File: config.mk
export PLATFORM = sky130hd
export DESIGN_NAME = fetch_unit
export DESIGN_NICKNAME = d
export VERILOG_FILES = /design/src/rtl/fetch_unit.sv
export SDC_FILE = /design/constraint.sdc
export NUM_CORES = 1
export LEC_CHECK = 0
export CAP_MARGIN = 20
export CORE_ASPECT_RATIO = 0.6
export CORE_MARGIN = 4
export CORE_UTILIZATION = 35
export DETAILED_ROUTE_END_ITERATION = 10
export PLACE_DENSITY = 0.7
export SYNTH_ARGS = -nofsm -noshare
export SYNTH_HDL_FRONTEND = slang
export SYNTH_SLANG_ARGS = --single-unit
export TNS_END_PERCENT = 10
File: constraint.sdc
create_clock -name clk -period 2 [get_ports clk]
set_input_delay 0.3 -clock clk [delete_from_list [all_inputs] [get_ports clk]]
set_output_delay 0.3 -clock clk [all_outputs]
set_load 0.01 [all_outputs]
File: src/rtl/fetch_unit.sv
// Instruction fetch unit with NORMAL/SWI/EXC/HWI address regions,
// handler entry/return redirects, jumps and a valid/ready instr register.
//
// Ports:
//   clk, rst_n        clock, async active-low reset
//   addr / data       fetch address {mode, pc} and same-cycle read data
//   instr             fetched instruction, with instr_valid / instr_ready
//   jump_en           in-region jump to jump_target
//   jump_target       jump destination pc
//   swi_req           software-interrupt request
//   exc_req           exception request
//   hwi_req           hardware-interrupt request
//   ret               return from handler to NORMAL
//   mode              current region
package fetch_pkg;
    typedef struct packed {
        logic [5:0] phys_addr;
    } addr_t;

    typedef struct packed {
        logic [7:0] raw_data;
    } data_t;

    typedef enum logic [1:0] {
        NORMAL = 2'b00,
        SWI    = 2'b01,
        EXC    = 2'b10,
        HWI    = 2'b11
    } mode_e;
endpackage

module fetch_unit
    import fetch_pkg::*;
#(
    parameter logic [3:0] RESET_PC = 4'h0
) (
    input  logic       clk,
    input  logic       rst_n,
    output addr_t      addr,
    input  data_t      data,
    output logic [7:0] instr,
    output logic       instr_valid,
    input  logic       instr_ready,
    input  logic       jump_en,
    input  logic [3:0] jump_target,
    input  logic       swi_req,
    input  logic       exc_req,
    input  logic       hwi_req,
    input  logic       ret,
    output logic [1:0] mode
);

    mode_e      mode_q, mode_d;
    logic [3:0] pc_q, pc_d;
    logic [3:0] spc_q, spc_d;
    logic [7:0] instr_q, instr_d;
    logic       vld_q, vld_d;

    logic take_exc, take_hwi, take_swi;
    logic take_ret, take_jmp;
    logic entry;

    // Each take_* is already masked by every higher-priority event,
    // so at most one is set and the case below is truly unique.
    always_comb begin
        take_exc = exc_req && (mode_q != EXC);
        take_hwi = hwi_req && (mode_q == NORMAL)
                   && !take_exc;
        take_swi = swi_req && (mode_q == NORMAL)
                   && !take_exc && !take_hwi;
        entry    = take_exc || take_hwi || take_swi;
        take_ret = ret && (mode_q != NORMAL) && !entry;
        take_jmp = jump_en && !entry && !take_ret;
    end

    always_comb begin
        mode_d  = mode_q;
        pc_d    = pc_q;
        spc_d   = spc_q;
        instr_d = instr_q;
        vld_d   = vld_q;
        unique case (1'b1)
            entry: begin
                unique case (1'b1)
                    take_exc: mode_d = EXC;
                    take_hwi: mode_d = HWI;
                    default:  mode_d = SWI;
                endcase
                pc_d  = 4'h0;
                vld_d = 1'b0;
                // Nested entry into EXC keeps the NORMAL return point.
                if (mode_q == NORMAL) spc_d = pc_q;
            end
            take_ret: begin
                mode_d = NORMAL;
                pc_d   = spc_q;
                vld_d  = 1'b0;
            end
            take_jmp: begin
                pc_d  = jump_target;
                vld_d = 1'b0;
            end
            default: begin
                if (!vld_q || instr_ready) begin
                    instr_d = data.raw_data;
                    vld_d   = 1'b1;
                    pc_d    = pc_q + 4'h1;
                end
            end
        endcase
    end

    always_ff @(posedge clk or negedge rst_n) begin
        if (!rst_n) begin
            mode_q  <= NORMAL;
            pc_q    <= RESET_PC;
            spc_q   <= 4'h0;
            instr_q <= 8'h00;
            vld_q   <= 1'b0;
        end else begin
            mode_q  <= mode_d;
            pc_q    <= pc_d;
            spc_q   <= spc_d;
            instr_q <= instr_d;
            vld_q   <= vld_d;
        end
    end

    assign addr.phys_addr = {mode_q, pc_q};
    assign instr          = instr_q;
    assign instr_valid    = vld_q;
    assign mode           = mode_q;

endmodule

==> results.tsv <==
metric	value	unit
Nets	138	
Layout Skew	8.35	ps
fin crit share	0.954	
postcts setup bufs	0	
met2 WL	1020	um
worst slew pin tran	270	ps
Seq/Total Area, Yosys	0.495	
Startpoint Class	register	
first-pass GRT wire length	3480	um
Netlist cell types	26	
area grow syn2layout	48.5	%
Metal-1 WL	1070	um
Yosys top cell by area	dfrtp_1	
share of cells above drive strength 1	0.224	
highest metal used	met4	
fmax	524	MHz
Starting Density	0.375	
Final Critical Period	1910	ps
Worst Hold Class	in2async	
post-synthesis cell count	73	
fill cell count	220	
Die Y	48.6	um
max-cap violations	0	
clk_lat worst skew	260	ps
aggregate global-route resource usage	0.124	
Initial DRC Count	30	
CTS max path bufs	2	
length of routed met3 wiring	60	um
CP required	2130	ps
Syn Area/Cell	13.1	um^2
top area cells in the synthesized netlist	dfrtp_1 50%, mux2_4 13%, nand2b_1 5.2%	
DIE AREA	3670	um^2
ys async rst share	1.00	
Core Area	2560	um^2
most used flip-flop cell after synthesis	dfrtp_1	
crit-path cells	or4_4 > a311oi_4 > and2_4 > mux2_4	
synth warn	0	
Syn Nets	94	
worst setup margin	91.2	ps
crit path kind	reg2reg	
Clock Pin Slew Worst Setup and Hold Paths	70	ps
unrepaired setup endpoints after global routing	false	
GPL Wtd Cong	0.763	
TritonCTS buffer count	3	
Routed Wire Length	2170	um
mapped cell area	960	um^2
Post-synth EDFFs	0	
power per cell area	1330	nW/um^2
Post-DRT Antenna Nets	0	
most common library cell in the layout ignoring fill and taps	clkdlybuf4s50_1	
Slew Limit Fails	0	
DR vias	704	
CTS tree	built	
Initial DRT Pass Iterations	4	
Largest stage delay, worst path	440	ps
maximum vdd drop	0.721	mV
n_diodes	0	
Hold Vio Cnt, Final	0	
Slew headroom	0.820	
Die Wd	75.6	um
num rows	14	
Final Setup Violations	0	
final hold slack	365	ps
Detailed Place HPWL	1770	um
largest net degree at the start of global routing	20	
Clock Tree Root	clkbuf_8	
port buffer count	36	
initial antenna violation count	0	
Multi-input gate area	445	um^2
Pleak	0.637	nW
worst endpoint data arrival time	2040	ps
worst-path maximum fanout	8	
Setup crit end kind	register	
slowest CP cell	dfrtp_2	
H-tree Lvls	1	
commonest cells after routing, fill and taps aside	33 x clkdlybuf4s50_1, 18 x dfrtp_1, 8 x nand2b_1, 8 x mux2_4	
#FFs+latches synth	19	
top-area cell type share of the netlist area	0.495	
status	finished, final reports clean	
dpl ws	-247	ps
total global routing overflow	0	
drt via density	4.76	
WL/cell	14.7	um
vias in the first global route	703	
clk sink count	19	
Boundary Pins	37	
DR DRC count	0	
sequential cell area	477	um^2
## final timing paths
| kind | start | slack (ps) | cells past startpoint | to |
|---|---|---|---|---|
| max | mode[1]$_DFFE_PN0P_ | 90 | 4 | instr[1]$_DFFE_PN0P_ |
| max reg2reg | mode[1]$_DFFE_PN0P_ | 90 | 4 | instr[1]$_DFFE_PN0P_ |
| min | rst_n | 360 | 2 | instr[6]$_DFFE_PN0P_ |
| min reg2reg | spc_q[0]$_DFFE_PN0P_ | 520 | 1 | spc_q[0]$_DFFE_PN0P_ |
| min in group clk | exc_req | 420 | 3 | mode[0]$_DFFE_PN0P_ |
| max in group asynchronous | rst_n | 1410 | 2 | mode[1]$_DFFE_PN0P_ |
## power breakdown
part	total (W)	leakage [nW]	switching, W	internal, W
registers	0.000704	0.234	0.000145	0.000559
clock network	0.000263	0.0255	0.000124	0.000138
logic	0.000927	0.377	0.000341	0.000586
total	0.00189	0.637	0.000610	0.00128
## kinds of logic (layout without fill, tap and decap cells)
| kind of cell | Yosys count | count (layout) | share of synthesized area |
|---|---|---|---|
| adders and majority gates | 1 | 1 | 0.0130 |
| xor gates and xnor gates | 3 | 3 | 0.0274 |
| DFF | 19 | 19 | 0.495 |
| AOI/OAI and AO/OA | 15 | 15 | 0.120 |
| muxes | 13 | 13 | 0.183 |
| buffers and inverters | 4 | 47 | 0.0404 |
| and+or+nand+nor | 18 | 18 | 0.121 |
## registers in the layout, summed over array words and instances (netlist names)
| signal | flops |
|---|---|
| instr_valid | 1 |
| mode | 2 |
| spc_q | 4 |
| instr | 8 |
| pc_q | 4 |
## cells in the mapped netlist (all sizes together), types with 2 or more instances
library cell  number
nand2b             8
xor2               2
mux2              12
a22oi              4
dfrtp             19
nand2              2
nor3b              2
buf                3
a21oi              6
## area by class of cell
| type | count | area share |
|---|---|---|
| inverter | 1 | 0.00263 |
| sequential | 19 | 0.335 |
| timing repair buffer | 42 | 0.290 |
| clock buffer | 3 | 0.0290 |
| tap | 32 | 0.0281 |
| clock inverter | 1 | 0.00351 |
| multi-input combinational | 50 | 0.313 |
## what timing repair did
item,4_1_cts,5_1_grt
hold buffers,0,0
setup endpoints to repair,0,8
gates resized for setup,0,3
## critical path, delay by kind of cell (launching register included)
kind / cells / cell delay (ps)
mux: 1 / 320
simple gates: 2 / 720
flops: 1 / 440
compound gates: 1 / 310
## per-stage QoR
step	util	power (W)	cell area, um^2	setup TNS [ps]	std cells
3_5_place_dp	0.536	0.00165	1370	-1940	144
2_1_floorplan	-	0.00122	961	0	73
5_1_grt	0.557	0.00201	1430	0	148
6_report	0.557	0.00189	1430	0	148
3_3_place_gp	0.536	0.00163	1370	-1800	144
4_1_cts	0.554	0.00192	1420	0	148
## per-layer routing
layer,track usage,up-vias
met5,0,-
met4,0.0349,0
met3,0.0372,2
met2,0.176,13
met1,0.180,341
li1,-,348
Note: power is estimated with default switching activity, not from simulation.
==> edit: new RTL, config.mk and constraints unchanged <==
Add an input register stage for `jump_target` and `swi_req`; this delays them by one clock. The other inputs are not delayed to match.
--- a/src/rtl/fetch_unit.sv
+++ b/src/rtl/fetch_unit.sv
@@ -52,2 +52,10 @@
 
+    logic [3:0] jump_target_q;
+    logic swi_req_q;
+
+    always_ff @(posedge clk) begin
+        jump_target_q <= jump_target;
+        swi_req_q     <= swi_req;
+    end
+
     mode_e      mode_q, mode_d;
@@ -68,3 +76,3 @@
                    && !take_exc;
-        take_swi = swi_req && (mode_q == NORMAL)
+        take_swi = swi_req_q && (mode_q == NORMAL)
                    && !take_exc && !take_hwi;
@@ -99,3 +107,3 @@
             take_jmp: begin
-                pc_d  = jump_target;
+                pc_d  = jump_target_q;
                 vld_d = 1'b0;
Behaviour: not the same (a bounded check fails within 4 cycles, from zero or initial values and one cycle with rst_n low).
==> edit against the unedited design <==
Sequential power up 15%; synthesized area up 6.1%; highest routed layer is now met3; clock power up 20%; via count up 9.4%; critical path type is now in2reg; cell area up 7.6%; power up 8.8%; worst setup slack better by 0.12 ns; routed wire length up 1.7%; register-to-register slack better by 0.18 ns; sequential cell count up 5; cell count up 10%; die area up 5.3%; maximum frequency up 6.8%.
==> edit: results (changes against the unedited design) <==
- The starting DRC count in detailed routing came to 17 (was 30).
- First-pass GRT wire length: 3710 um (was 3480 um)
* Clock tree root buffer cell: clkbuf_8 (unchanged)
* Non-clock inverters: 3 (was 1)
* Detailed Place HPWL: 1790 um (was 1770 um)
- The area occupied by registers is 576 sq um (was 477 sq um).
- Mapped Nets: 99 (was 94)
* FILL cells: 213 (was 220)
- The routed via count divided by cell count came to 4.72 (was 4.76).
- Antenna cell count: 0 (unchanged)
- The post-place setup slack came to -0.0487 ns (was -0.247 ns).
- Count of input and output buffers: 36 (unchanged)
- The non-clock buffer area fraction after layout came to 0.282 (was 0.290).
- Top cells by instance count after synthesis: 19 x dfrtp_1, 12 x mux2_2, 7 x a21oi_1 (was 19 x dfrtp_1, 8 x mux2_4, 8 x nand2b_1).
- Outcome: completed (unchanged)
- The final sum of negative setup slack was 0 ns (unchanged).
- Num CTS Buffers: 3 (unchanged)
- Number of flip-flops and latches: 24 (was 19)
- The fraction of layout cells with a size suffix above 1 came to 0.236 (was 0.224).
- After clock tree synthesis, the clock-pin slew on the worst setup and hold paths is 0.08 ns.
- The average detailed-routed wire length per instance came to 13.5 um (was 14.7 um).
- The amount of wire on met3 after detailed routing was 165 um (was 60 um).
* Clock network contribution to total cell area: 0.0359 (was 0.0325)
- Worst max-slew margin expressed relative to the limit: 0.775 (was 0.820)
- Most area-consuming cells after synthesis: dfrtp_1 47%, mux2_2 13%, dfxtp_1 9.8%, a21oi_1 3.4%, a2bb2oi_1 2.6% (was dfrtp_1 50%, mux2_4 13%, nand2b_1 5.2%, mux2_2 4.7%, a21oi_1 3.1%)
* Count of distinct cell types in the synthesized netlist: 26 (unchanged)
- Largest clock skew in the final design: 0.00548 ns (was 0.00835 ns)
- The peak supply drop came to 0.486 mV (was 0.721 mV).
* Synth warn: 0 (unchanged)
* Leakage: 0.630 nW (was 0.637 nW)
- Category of cells accounting for the largest share of critical-path delay: buffers and inverters (was simple AND/OR/NAND/NOR gates)
- Worst Path Arrival: 1.94 ns (was 2.04 ns)
- Sequential-to-total area share from yosys stat: 0.565 (was 0.495)
- The number of nets in the layout was 145 (was 138).
* Source-to-sink clock delay at the later pin of the worst-skew pair: 0.26 ns (about the same)
- Sum of met2 wire segment lengths after detailed routing: 1000 um (was 1020 um)
* Fraction of area in multi-input gates: 0.267 (was 0.313)
- The routed length on met1 came to 1040 um (was 1070 um).
- Multi-input gates: 48 (was 50)
- The post-synthesis async set-or-reset flop share came to 0.792 (was 1.00).
- The total routing resource utilization after global routing is 0.121 (was 0.124).
- Maximum count of clock buffers along a single path: 2 (unchanged)
- The final RePlAce weighted congestion came to 0.849 (was 0.763).
- The number of clock-tree buffers in the layout came to 4 (was 3).
* Cell with the largest stage delay on the worst path: clkdlybuf4s50_1 (was dfrtp_2)
* Highest metal layer with signal wires: met3 (was met4)
* Sw Pwr: 0.000637 W (was 0.000610 W)
* Via count of the first global-routing pass: 768 (was 703)
- The count of plain and timing-repair buffers is 44 (was 42).
* Critical path's largest stage delay: 0.48 ns (was 0.44 ns)
-- edit: path summary, 6_finish.rpt --
check | slack, ns | end | depth (start not counted) | from
min in group clk | 0.48 | jump_target_q[1]$_DFF_P_ | 1 | jump_target[1]
max in group asynchronous | 1.44 | instr[6]$_DFFE_PN0P_ | 2 | rst_n
hold / removal | 0.36 | instr[2]$_DFFE_PN0P_ | 2 | rst_n
setup reg to reg | 0.27 | instr[2]$_DFFE_PN0P_ | 5 | mode[1]$_DFFE_PN0P_
setup / recovery | 0.21 | instr[2]$_DFFE_PN0P_ | 6 | exc_req
hold reg to reg | 0.51 | instr[7]$_DFFE_PN0P_ | 1 | instr[7]$_DFFE_PN0P_
-- edit: cell families after synthesis --
| logic type | share of synthesized area |
|---|---|
| flip-flops | 0.565 |
| adder cells (fa/ha/maj) | 0.0123 |
| buffers and inverters | 0.0332 |
| AO/OA/AOI/OAI | 0.122 |
| multiplexers | 0.133 |
| AND/OR/NAND/NOR | 0.109 |
| XOR/XNOR | 0.0258 |
-- edit: routing by layer --
metal | up-vias | track usage
met2 | 33 | 0.195
met1 | 371 | 0.160
met4 | 0 | 0.0178
li1 | 366 | -
met5 | - | 0
met3 | 0 | 0.0436
-- edit: power groups by stage --
stage	sequential, W	clock [W]	combinational [W]
detailed placement	0.000822	0	0.000936
CTS	0.000813	0.000324	0.000939
floorplan	0.000859	0	0.000401
global placement	0.000813	0	0.000920
global route	0.000846	0.000344	0.000999
finish	0.000812	0.000316	0.000932
-- edit: per-stage QoR --
stage               utilization  instances  instance area, sq um
detailed placement        0.559        159                  1480
CTS                       0.580        163                  1530
global placement          0.559        159                  1480
global route              0.580        163                  1530
floorplan                     -         78                  1020
finish                    0.580        163                  1530
